**config.mk**
```make
export PLATFORM = sky130hd
export DESIGN_NAME = dm_dump_arbiter
export DESIGN_NICKNAME = d
export VERILOG_FILES = /design/src/rtl/dm_dump_arbiter.sv
export SDC_FILE = /design/constraint.sdc
export NUM_CORES = 1
export LEC_CHECK = 0
export CELL_PAD_IN_SITES_DETAIL_PLACEMENT = 0
export CELL_PAD_IN_SITES_GLOBAL_PLACEMENT = 1
export CORE_AREA = 3 3 202 204
export DETAILED_ROUTE_END_ITERATION = 6
export DIE_AREA = 0 0 205 207
export PLACE_DENSITY_LB_ADDON = 0.1
export SYNTH_ARGS = -nofsm -noshare
export SYNTH_HDL_FRONTEND = slang
export SYNTH_SLANG_ARGS = --single-unit
```
**constraint.sdc**
```tcl
create_clock -name CLOCK_50 -period 2.7 [get_ports CLOCK_50]
set_clock_uncertainty 0.2 [all_clocks]
set_input_delay 0.81 -clock CLOCK_50 [delete_from_list [all_inputs] [get_ports CLOCK_50]]
set_output_delay 0.81 -clock CLOCK_50 [all_outputs]
set_load 0.005 [all_outputs]
```
**src/rtl/dm_dump_arbiter.sv**
```systemverilog
// rtl/dm_dump_arbiter.sv - data-memory port arbiter between the processor and a whole-memory dump engine
module dm_dump_arbiter #(
  parameter int N  = 64,
  parameter int AW = 6
) (
  input  logic         CLOCK_50,
  input  logic         reset,
  input  logic         dump,
  input  logic [N-1:0] cpu_addr,
  input  logic [N-1:0] cpu_writeData,
  input  logic         cpu_writeEnable,
  input  logic         cpu_readEnable,
  output logic [N-1:0] cpu_readData,
  output logic         cpu_stall,
  output logic [N-1:0] DM_addr,
  output logic [N-1:0] DM_writeData,
  output logic         DM_writeEnable,
  output logic         DM_readEnable,
  input  logic [N-1:0] DM_readData,
  output logic         dump_valid,
  input  logic         dump_ready,
  output logic [N-1:0] dump_addr,
  output logic [N-1:0] dump_data,
  output logic         dump_last,
  output logic         dump_busy,
  output logic         dump_done
);

  localparam logic [AW-1:0] LAST_IDX = '1;

  typedef enum logic [2:0] {
    S_IDLE,
    S_READ,
    S_CAPTURE,
    S_HOLD,
    S_DONE
  } state_t;

  state_t         state;
  logic [AW-1:0]  idx;
  logic           dump_q;
  logic           busy_q;
  logic           valid_q;
  logic           last_q;
  logic           done_q;
  logic           start;
  logic [N-1:0]   idx_addr;

  assign start    = dump & ~dump_q;
  assign idx_addr = {{(N-AW-3){1'b0}}, idx, 3'b000};

  // Status flags are registered alongside the state so no output depends on dump_ready.
  always_ff @(posedge CLOCK_50 or negedge reset) begin
    if (!reset) begin
      state     <= S_IDLE;
      idx       <= '0;
      dump_q    <= 1'b0;
      dump_data <= '0;
      busy_q    <= 1'b0;
      valid_q   <= 1'b0;
      last_q    <= 1'b0;
      done_q    <= 1'b0;
    end else begin
      dump_q <= dump;
      case (state)
        S_IDLE: begin
          if (start) begin
            idx    <= '0;
            busy_q <= 1'b1;
            state  <= S_READ;
          end
        end
        S_READ: begin
          state <= S_CAPTURE;
        end
        S_CAPTURE: begin
          dump_data <= DM_readData;
          valid_q   <= 1'b1;
          last_q    <= (idx == LAST_IDX);
          state     <= S_HOLD;
        end
        S_HOLD: begin
          if (dump_ready) begin
            valid_q <= 1'b0;
            last_q  <= 1'b0;
            if (idx == LAST_IDX) begin
              done_q <= 1'b1;
              state  <= S_DONE;
            end else begin
              idx   <= idx + 1'b1;
              state <= S_READ;
            end
          end
        end
        S_DONE: begin
          done_q <= 1'b0;
          busy_q <= 1'b0;
          state  <= S_IDLE;
        end
        default: begin
          state <= S_IDLE;
        end
      endcase
    end
  end

  // Outside IDLE the processor strobes are dropped so a stalled store never reaches memory.
  always_comb begin
    DM_addr        = cpu_addr;
    DM_writeData   = cpu_writeData;
    DM_writeEnable = cpu_writeEnable;
    DM_readEnable  = cpu_readEnable;
    if (state != S_IDLE) begin
      DM_addr        = idx_addr;
      DM_writeData   = '0;
      DM_writeEnable = 1'b0;
      DM_readEnable  = (state == S_READ);
    end
  end

  assign cpu_readData = DM_readData;
  assign cpu_stall    = busy_q;
  assign dump_busy    = busy_q;
  assign dump_valid   = valid_q;
  assign dump_last    = last_q;
  assign dump_done    = done_q;
  assign dump_addr    = idx_addr;

endmodule

```
# Yosys cells after proc, flatten, opt, wreduce, memory -nomap -nowiden
# Cells that the tools add are included.
dict set report word_totals {
  ff_bits 78
  output_inout_bits 327
}
dict set report classes {
  n_addsub 1
  n_eq_ne 9
  mux 20
  n_bitwise 2
  n_reduce_logical 11
}
# op count
set op_table {}
lappend op_table {{64-bit two-way mux} 2}
lappend op_table {{6-bit two-way mux} 3}
lappend op_table {{3-bit case mux with 4 select lines} 1}
lappend op_table {{6-bit case mux with 2 select lines} 1}
lappend op_table {{3-bit two-way mux} 3}
lappend op_table {{2-bit inequality test (second input constant)} 4}
lappend op_table {{1-bit case mux with 2 select lines} 4}
lappend op_table {{2-bit nonzero test} 4}
lappend op_table {{6-bit by 1-bit adder with 6-bit output (second input constant)} 1}
lappend op_table {{3-bit by 2-bit == test with 1-bit output (second input constant)} 2}
lappend op_table {{6-bit == test (second input constant)} 1}
lappend op_table {{1-bit two-way mux} 6}
lappend op_table {{2-bit AND reduction} 3}
lappend op_table {{4-bit AND reduction} 1}
lappend op_table {{3-bit by 1-bit == test with 1-bit output (second input constant)} 1}
lappend op_table {{3-bit == test (second input constant)} 1}
lappend op_table {{3-bit zero test} 1}
lappend op_table {{3-bit AND reduction} 1}
lappend op_table {{3-bit nonzero test} 1}
lappend op_table {{1-bit AND} 1}
lappend op_table {{1-bit inverter} 1}

# Logic depth before layout (Yosys ltp)
# Gate-level depths: netlist of the first run.
dict set report depth {
  ltp_word 4
  depth_mapped 7
  mapped_depth_nobuf 5
}

# Least setup slack after synthesis of the first run
# Ideal clock, no wire load.
dict set report synth_path {
  path_type {register to output}
  start {register state[0]}
  end {output port DM_addr[0]}
  arrival_ns 1.338
  required_ns 1.690
  slack_ns 0.352
  path_stages_with_launch 6
  cell_sequence {dfrtp_1 buf_2 nor3_2 buf_2 clkbuf_1 and2_1}
}
dict set report synth_via {
  elab_chain_cells 2
}
# element line
set synth_lines {}
lappend synth_lines {{from (decl)} 39} ;# state_t state;
lappend synth_lines {{from (signal assigned)} 55} ;# state <= S_IDLE;
lappend synth_lines {{from (signal assigned)} 70} ;# state <= S_READ;
lappend synth_lines {{from (signal assigned)} 74} ;# state <= S_CAPTURE;
lappend synth_lines {{3-bit nonzero test} 113} ;# if (state != S_IDLE) begin
lappend synth_lines {{64-bit two-way mux} 113}
lappend synth_lines {{to (decl)} 15} ;# output logic [N-1:0] DM_addr,
# No other way between the ends.

# Worst setup path in the final report of the first run
dict set report layout_path {
  start {register state[0]}
  end {output port DM_addr[3]}
}
# Same word-level chain as after synthesis.

==> results of run 1 <==
-- metrics by stage --
step                      instance area (um^2)  setup TNS [ns]  utilization [%]  std cells
after floorplan                           5110               0                -        534
after global placement                   10100          -38.81             25.6       1462
after detailed placement                 10100          -37.05             25.6       1462
after CTS                                10500          -45.14             26.5       1480
after global routing                     11500          -20.47             29.1       1530
final                                    11500          -10.20             29.1       1530
-- cell type report --
type | instances | area, um^2 | share of cell area [%]
timing repair buffer | 601 | 6220 | 54.1
multi-input combinational | 306 | 2330 | 20.2
sequential | 78 | 1950 | 17.0
tap | 525 | 657 | 5.71
clock buffer | 11 | 243 | 2.11
clock inverter | 5 | 81.3 | 0.707
inverter | 3 | 11.3 | 0.0980
antenna | 1 | 2.50 | 0.0218
-- final timing paths --
kind	endpoint	slack, ns	startpoint	cells past startpoint
min in group CLOCK_50	dump_valid	0.29	dump_valid	1
worst min-delay path	dump_data[10]	0.18	reset	1
worst max-delay path	DM_addr[3]	-0.25	state[0]	6
max in group asynchronous	dump_data[32]	1.50	reset	2
worst min register to register	dump_valid	0.29	dump_valid	1
worst max register to register	dump_data[17]	0.61	state[1]	5
-- cells in the mapped netlist (2+ instances only) --
master,instances
sky130_fd_sc_hd__clkbuf_1,12
sky130_fd_sc_hd__nand2_1,7
sky130_fd_sc_hd__mux2_2,69
sky130_fd_sc_hd__and2_1,124
sky130_fd_sc_hd__and3_1,2
sky130_fd_sc_hd__buf_4,127
sky130_fd_sc_hd__a21oi_1,10
sky130_fd_sc_hd__dfrtp_1,78
sky130_fd_sc_hd__buf_2,7
sky130_fd_sc_hd__o21ai_0,6
sky130_fd_sc_hd__nand3_1,6
sky130_fd_sc_hd__nor2_1,5
sky130_fd_sc_hd__nor2b_1,2
sky130_fd_sc_hd__inv_1,3
-- flip-flops by register name (all words and copies together) (netlist names) --
register	cells
dump_done	1
dump_valid	1
dump_q	1
dump_data	64
idx	6
state	3
dump_last	1
cpu_stall	1
-- cell usage in the layout, fill, tap and decap left out, types with 27 or more instances in the layout --
| master | netlist | routed |
|---|---|---|
| sky130_fd_sc_hd__conb_1 | 1 | 58 |
| sky130_fd_sc_hd__buf_6 | 1 | 101 |
| sky130_fd_sc_hd__mux2_2 | 69 | 69 |
| sky130_fd_sc_hd__and2_1 | 124 | 42 |
| sky130_fd_sc_hd__buf_4 | 127 | 81 |
| sky130_fd_sc_hd__dlymetal6s2s_1 | 0 | 71 |
| sky130_fd_sc_hd__dfrtp_1 | 78 | 78 |
| sky130_fd_sc_hd__and2_4 | 0 | 82 |
| sky130_fd_sc_hd__clkdlybuf4s50_1 | 0 | 270 |
| sky130_fd_sc_hd__buf_2 | 7 | 27 |
-- power by group --
group          internal [mW]  switching (mW)  total, mW
sequential              1.72           0.278       2.00
clock                  0.839           0.537       1.38
combinational           3.09            1.63       4.73
-- timing repair --
item,4_1_cts,5_1_grt
endpoints found under the setup margin,194,194
gates resized for setup,151,519
gates cloned,1,7
hold endpoints to repair,0,0
buffers inserted,1,43
hold buffers,0,0
pin swaps,2,58
-- logic make-up (layout without fill, tap and decap cells) --
kind of cell	count (synthesis)	count (layout)	share of synthesized area, %
AO/OA/AOI/OAI	25	25	3.24
adder cells (fa/ha/maj)	1	1	0.255
multiplexers	70	70	16.1
buffers and inverters	150	620	21.6
other	1	59	0.0766
flip-flops	78	78	39.8
AND/OR/NAND/NOR	152	152	19.0
-- routing by layer --
metal  routed length, um  vias to the layer above
li1                    -                     2418
met1                9580                     2373
met2               14500                      296
met3                2760                       21
met4                 465                        0
met5                   0                        -
==> reports/qor.csv, run 1 <==
stage,metric,value,unit
global_route,grt.overflow.total,0,
final_layout,drive_gt1_share,43.1,%
synth,syn_avg_cell_area,10.3,um^2
die,die_y,207,um
timing,hold_viol_final,0,
timing,slew_violations,0,
synth,synth.top_cells.by_area,"sky130_fd_sc_hd__dfrtp_1 (40%), sky130_fd_sc_hd__buf_4 (19%), sky130_fd_sc_hd__mux2_2 (16%), sky130_fd_sc_hd__and2_1 (16%), sky130_fd_sc_hd__a21oi_1 (1.0%)",
synth,synthesized_area,4900,um^2
hold_path,min_path_type,in2async,
die,ios,525,
final_layout,layout.filler_cells,4146,
detailed_routing,drt_drc_violations_left,0,
global_route,global_route.peak_usage_layer,met2,
timing,timing.hold.ws,0.179,ns
timing,clock.fmax,0.339,GHz
clock_network,cts_buffers,9,
clock_network,clk_pin_slew_worst_paths,0.07,ns
placement,port_buffers,466,
setup_path,critical_path.most_common_cell,sky130_fd_sc_hd__buf_4,
synth,ys_types,33,
die,placementRows,73,
timing,grt_setup_unrepaired,true,
setup_path,crit_arrival,1.94,ns
clock_network,clock_path_buffers,2,
die,die-width,205,um
clock_network,cts_tree,yes,
global_route,grt_start_max_net_pins,37,
power_and_ir_drop,vdd.ir_drop.worst,0.383,mV
global_route,gr-usage-met1,11.7,%
clock_network,cts_sinks,78,
placement,post-dp-hpwl,21300,um
setup_path,timing.critical_path.cells,nor3_4 -> buf_4 -> clkbuf_16 -> buf_4 -> mux2_2 -> clkdlybuf4s15_2,
setup_path,crit_path_max_fanout,8,
synth,synth_ff_type,sky130_fd_sc_hd__dfrtp_1,
global_route,global_route_usage_sum,11.6,%
detailed_routing,wl,27300,um
outcome,violations,negative setup slack,
setup_path,crit_type,reg2out,
detailed_routing,routed-via-count,5108,
clock_network,h-tree-depth,3,
synth,synth_sequential_area_ratio,39.8,%
detailed_routing,dr.first_iter.drc_count,96,
setup_path,count_of_buffer_and_inverter_cells_on_the_critical_path,4,
setup_path,start_kind,flip-flop,
global_route,grt_pass1_wl,35900,um
outcome,status,finished with violations,
final_layout,final_layout_net_count,1198,
synth,synth.top_cell.area_share,39.8,%
timing,final_clock_period_utilization_by_the_worst_path,109,%
setup_path,crit_path_end_kind,output pin,
detailed_routing,detail-route-antenna-nets,0,
clock_network,cts_root_buffer,sky130_fd_sc_hd__clkbuf_16,
synth,yosysTopAreaCell,sky130_fd_sc_hd__dfrtp_1,
synth,synth_async_sr_flop_share,100,%
timing,setup_ws,-0.247,ns
detailed_routing,routed_via_density,3.34,
setup_path,cpLargestDelayFamily,buffers and inverters,
die,core_area,39500,um^2
detailed_routing,drt_first_pass_iters,4,
synth,number_of_enable_type_register_cells_in_the_synthesized_netlist,0,
placement,globalplace.congestion,0.763,
power_and_ir_drop,finalPower,8.10,mW
power_and_ir_drop,power.static_leakage,5.70,nW
detailed_routing,post_drt_wl_per_cell,17.8,um
die,start_util,12.4,%
synth,synth_cells,477,
placement,post-place-ws,-0.562,ns
synth,yosys_register_bits,78,
synth,yosys_warns,0,
global_route,gr-usage-met3,4.54,%
setup_path,worst_path_required_time,1.69,ns
global_route,antenna_found_initial,1,
run,max_cap_violations,0,
timing,fin_crit,2.95,ns
die,die-area,42400,um^2
global_route,first_global_vias,5234,
final_layout,area_delta_synth_final,135,%
setup_path,timing.critical_path.slowest_stage_cell,sky130_fd_sc_hd__dfrtp_1,
timing,finalSetupViolCount,95,
clock_network,worst_skew_pair.late_latency,0.35,ns
global_route,grt.met2_usage,21.7,%
setup_path,timing.critical_path.slowest_cell_delay,0.40,ns
power_and_ir_drop,power.density_cell_area,704,nW/um^2
No activity file was read; power rests on OpenSTA's default activity.
==> run 2, diff against run 1 <==
--- a/config.mk
+++ b/config.mk
@@ -5,11 +5,13 @@
 export SDC_FILE = /design/constraint.sdc
 export NUM_CORES = 1
 export LEC_CHECK = 0
+export ABC_AREA = 1
+export CAP_MARGIN = 20
 export CELL_PAD_IN_SITES_DETAIL_PLACEMENT = 0
 export CELL_PAD_IN_SITES_GLOBAL_PLACEMENT = 1
-export CORE_AREA = 3 3 202 204
+export CORE_AREA = 3 3 201 203
 export DETAILED_ROUTE_END_ITERATION = 6
-export DIE_AREA = 0 0 205 207
+export DIE_AREA = 0 0 204 206
 export PLACE_DENSITY_LB_ADDON = 0.1
 export SYNTH_ARGS = -nofsm -noshare
 export SYNTH_HDL_FRONTEND = slang
==> run 2 against run 1 <==
- the flow now finishes without violations
- wire length fell by 4.7%
- critical path depth unchanged
- power is 0.36% lower
- first-iteration DRC count increased by 130%
- die area shrank 0.97%
- final cell count grew 15%
- clock power barely moved
- count of clock-buffer cells in the layout did not move
- non-clock buffer count is 55 lower
- setup slack gained 0.25 ns
- worst hold slack better by 0.088 ns
- synthesized cell count grew 61%
- critical path type unchanged
- largest power group unchanged
==> reports/qor.csv, run 2 <==
stage,metric,value,unit,change
outcome,status,completed,,
synth,synthesized_area,5170,um^2,+5.5%
die,die-width,204,um,-0.49%
setup_path,crit_arrival,1.69,ns,-0.25 ns
detailed_routing,routed_via_density,3.25,,-2.5%
setup_path,worst_path_required_time,1.69,ns,about the same
die,core_area,38600,um^2,-2.1%
synth,yosys_warns,0,,unchanged
global_route,antenna_found_initial,0,,-1
final_layout,layout.filler_cells,4311,,+4.0%
global_route,grt_start_max_net_pins,79,,+110%
clock_network,clock_path_buffers,2,,unchanged
die,die-area,42000,um^2,-0.97%
placement,post-dp-hpwl,20900,um,-1.8%
power_and_ir_drop,seqPwrFrac,24.4,%,-0.3 points
timing,slew_violations,0,,unchanged
global_route,first_global_vias,5601,,+7.0%
timing,setup_ws,0.00105,ns,+0.248 ns
clock_network,cts_buffers,9,,unchanged
detailed_routing,drt_first_pass_iters,4,,unchanged
synth,ys_types,23,,-30%
synth,yosys_register_bits,78,,unchanged
final_layout,most_frequent_standard_cell_in_the_layout_excluding_fill_and_tap_cells,sky130_fd_sc_hd__clkdlybuf4s50_1,,
timing,fin_crit,2.70,ns,-0.248 ns
global_route,grt_pass1_wl,36100,um,+0.52%
detailed_routing,wl,26000,um,-4.7%
clock_network,h-tree-depth,3,,unchanged
timing,timing.hold.ws,0.267,ns,+0.0884 ns
die,ios,525,,unchanged
timing,final_clock_period_utilization_by_the_worst_path,100,%,-9.2 points
final_layout,area_delta_synth_final,100,%,
timing,grt_setup_unrepaired,true,,
power_and_ir_drop,power.internal,4.96,mW,-12%
power_and_ir_drop,comb_power_share,58.7,%,+0.3 points
setup_path,count_of_buffer_and_inverter_cells_on_the_critical_path,2,,-2
power_and_ir_drop,power.switching_fraction,38.5,%,+8.3 points
detailed_routing,routed-via-count,5709,,+12%
synth,synth_cells,769,,+61%
global_route,grt.overflow.total,0,,unchanged
synth,synth.top_cell.area_share,37.8,%,-2.1 points
detailed_routing,drt_drc_violations_left,0,,unchanged
detailed_routing,post_drt_wl_per_cell,14.8,um,-17%
placement,port_buffers,466,,unchanged
die,die_y,206,um,-0.48%
setup_path,start_kind,flip-flop,,
run,max_cap_violations,0,,unchanged
timing,clock.fmax,0.371,GHz,+9.2%
power_and_ir_drop,part_of_the_total_power_dissipated_in_the_clock_network,16.9,%,about the same
timing,setup-tns-final,0,ns,+10.20 ns
final_layout,drive_gt1_share,13.7,%,-29 points
synth,synth_most_common_cell,sky130_fd_sc_hd__nand2_1,,
global_route,global_route_usage_sum,11.5,%,-0.10 points
clock_network,clk_pin_slew_worst_paths,0.06,ns,about the same
power_and_ir_drop,vdd.ir_drop.worst,0.338,mV,-12%
final_layout,antenna-diode-count,0,,-1
detailed_routing,detail-route-antenna-nets,0,,unchanged
synth,top_cells_by_count_synth,"sky130_fd_sc_hd__nand2_1 (218), sky130_fd_sc_hd__inv_1 (138), sky130_fd_sc_hd__nor2_1 (137)",,
clock_network,cts_root_buffer,sky130_fd_sc_hd__clkbuf_16,,
power_and_ir_drop,power.static_leakage,5.66,nW,-0.70%
timing,finalSetupViolCount,0,,-100%
power_and_ir_drop,p_switching,3.11,mW,+27%
placement,globalplace.congestion,0.730,,-4.3%
detailed_routing,dr.first_iter.drc_count,216,,+130%
synth,number_of_enable_type_register_cells_in_the_synthesized_netlist,0,,unchanged
die,placementRows,72,,-1.4%
synth,synth_ff_type,sky130_fd_sc_hd__dfrtp_1,,
hold_path,min_path_type,in2async,,
clock_network,worst_skew_pair.late_latency,0.34,ns,about the same
placement,post-place-ws,-0.434,ns,+0.128 ns
setup_path,setup.reg_to_reg.worst_slack,0.71,ns,+0.10 ns
setup_path,crit_path_max_fanout,27,,+19
die,start_util,13.4,%,+0.96 points
clock_network,postCtsHoldBufs,0,,unchanged
power_and_ir_drop,finalPower,8.07,mW,-0.36%
timing,hold_viol_final,0,,unchanged
clock_network,cts_tree,yes,,
setup_path,crit_type,reg2out,,
synth,synth.top_cells.by_area,"sky130_fd_sc_hd__dfrtp_1 (38%), sky130_fd_sc_hd__buf_4 (19%), sky130_fd_sc_hd__nand2_1 (16%), sky130_fd_sc_hd__inv_1 (10%), sky130_fd_sc_hd__nor2_1 (10%)",,
synth,syn_avg_cell_area,6.72,um^2,-35%
setup_path,timing.critical_path.slowest_cell_delay,0.40,ns,about the same
synth,yosysTopAreaCell,sky130_fd_sc_hd__dfrtp_1,,
setup_path,crit_path_end_kind,output pin,,
synth,synth_sequential_area_ratio,37.8,%,-2.1 points
power_and_ir_drop,power.density_cell_area,781,nW/um^2,+11%
final_layout,largestRegisters,"dump_data x64, idx x6, state x3",,
setup_path,cpLargestDelayFamily,buffers and inverters,,
setup_path,timing.critical_path.slowest_stage_cell,sky130_fd_sc_hd__dfrtp_1,,
final_layout,max_flop_register,dump_data,,
final_layout,max_reg_flops,64,,unchanged
final_layout,final_layout_net_count,1431,,+19%
clock_network,cts_sinks,78,,unchanged
synth,synth_async_sr_flop_share,100,%,unchanged
final_layout,most-common-layout-cells,"sky130_fd_sc_hd__clkdlybuf4s50_1 (271), sky130_fd_sc_hd__nand2_1 (217), sky130_fd_sc_hd__inv_1 (137)",,
setup_path,timing.critical_path.cells,nor2_4 -> nand2_8 -> buf_12 -> nor2_1 -> a21oi_1 -> dlygate4sd2_1,,
run 2: cell types whose count changed after synthesis, sizes merged, moves of 6 or more:
cell | previous run | this run
buf | 135 | 148
nand2 | 7 | 221
nor2 | 5 | 140
inv | 3 | 141
and2 | 124 | 0
mux2 | 69 | 0
o21bai | 0 | 6
nand3 | 6 | 13
clkbuf | 12 | 4
run 2: area by class of cell:
class                      instances  area (um^2)  share of cell area, %
multi-input combinational        456         1870                   18.1
timing repair buffer             546         5010                   48.5
inverter                         141          529                   5.12
clock inverter                     4         70.1                  0.678
clock buffer                      11          253                   2.45
sequential                        78         1950                   18.9
tap                              518          648                   6.27
run 2: cell families (layout without fill, tap and decap cells):
group | count (synthesis) | count (layout) | synth area share [%]
AOI/OAI and AO/OA | 17 | 17 | 1.99
xor gates and xnor gates | 1 | 1 | 0.170
adders and majority gates | 1 | 1 | 0.242
buffers and inverters | 293 | 702 | 31.3
DFF | 78 | 78 | 37.8
other | 1 | 58 | 0.0726
and+or+nand+nor | 378 | 379 | 28.5
run 2: worst paths after layout:
path                       cells past startpoint            end           from
hold / removal                                 2  dump_data[44]          reset
min in group CLOCK_50                          2  dump_data[35]  dump_data[35]
setup / recovery                               6     DM_addr[3]       state[0]
hold reg to reg                                2  dump_data[35]  dump_data[35]
max in group asynchronous                      2         dump_q          reset
setup reg to reg                               6  dump_data[17]       state[0]
run 2: repair_timing:
action	CTS	global route
resized for setup	221	143
cloned	1	1
hold endpoints to repair	0	0
setup buffers	3	1
pin swaps	2	2
setup endpoints to repair	194	101
run 2: through the flow:
stage,util [%],cell area (um^2),std cells
after floorplan,-,5380,826
after global placement,26.5,10200,1733
after detailed placement,26.5,10200,1733
after CTS,26.9,10400,1752
after global routing,26.7,10300,1754
final,26.7,10300,1754
run 2: layer usage:
| layer | vias up | track usage, % | share of wire [%] |
|---|---|---|---|
| met5 | - | 0 | 0 |
| met2 | 264 | 21.4 | 53 |
| met3 | 14 | 4.66 | 9.6 |
| met4 | 0 | 2.58 | 0.85 |
| li1 | 2948 | - | - |
| met1 | 2483 | 12.2 | 37 |
run 2: power by group through the flow:
stage	Clock, mW	Sequential [mW]	Combinational, mW
2_1_floorplan	0	2.02	1.86
3_3_place_gp	0	1.96	5.19
3_5_place_dp	0	1.97	5.12
4_1_cts	1.43	1.97	4.84
5_1_grt	1.48	2.04	5.31
6_report	1.36	1.97	4.74
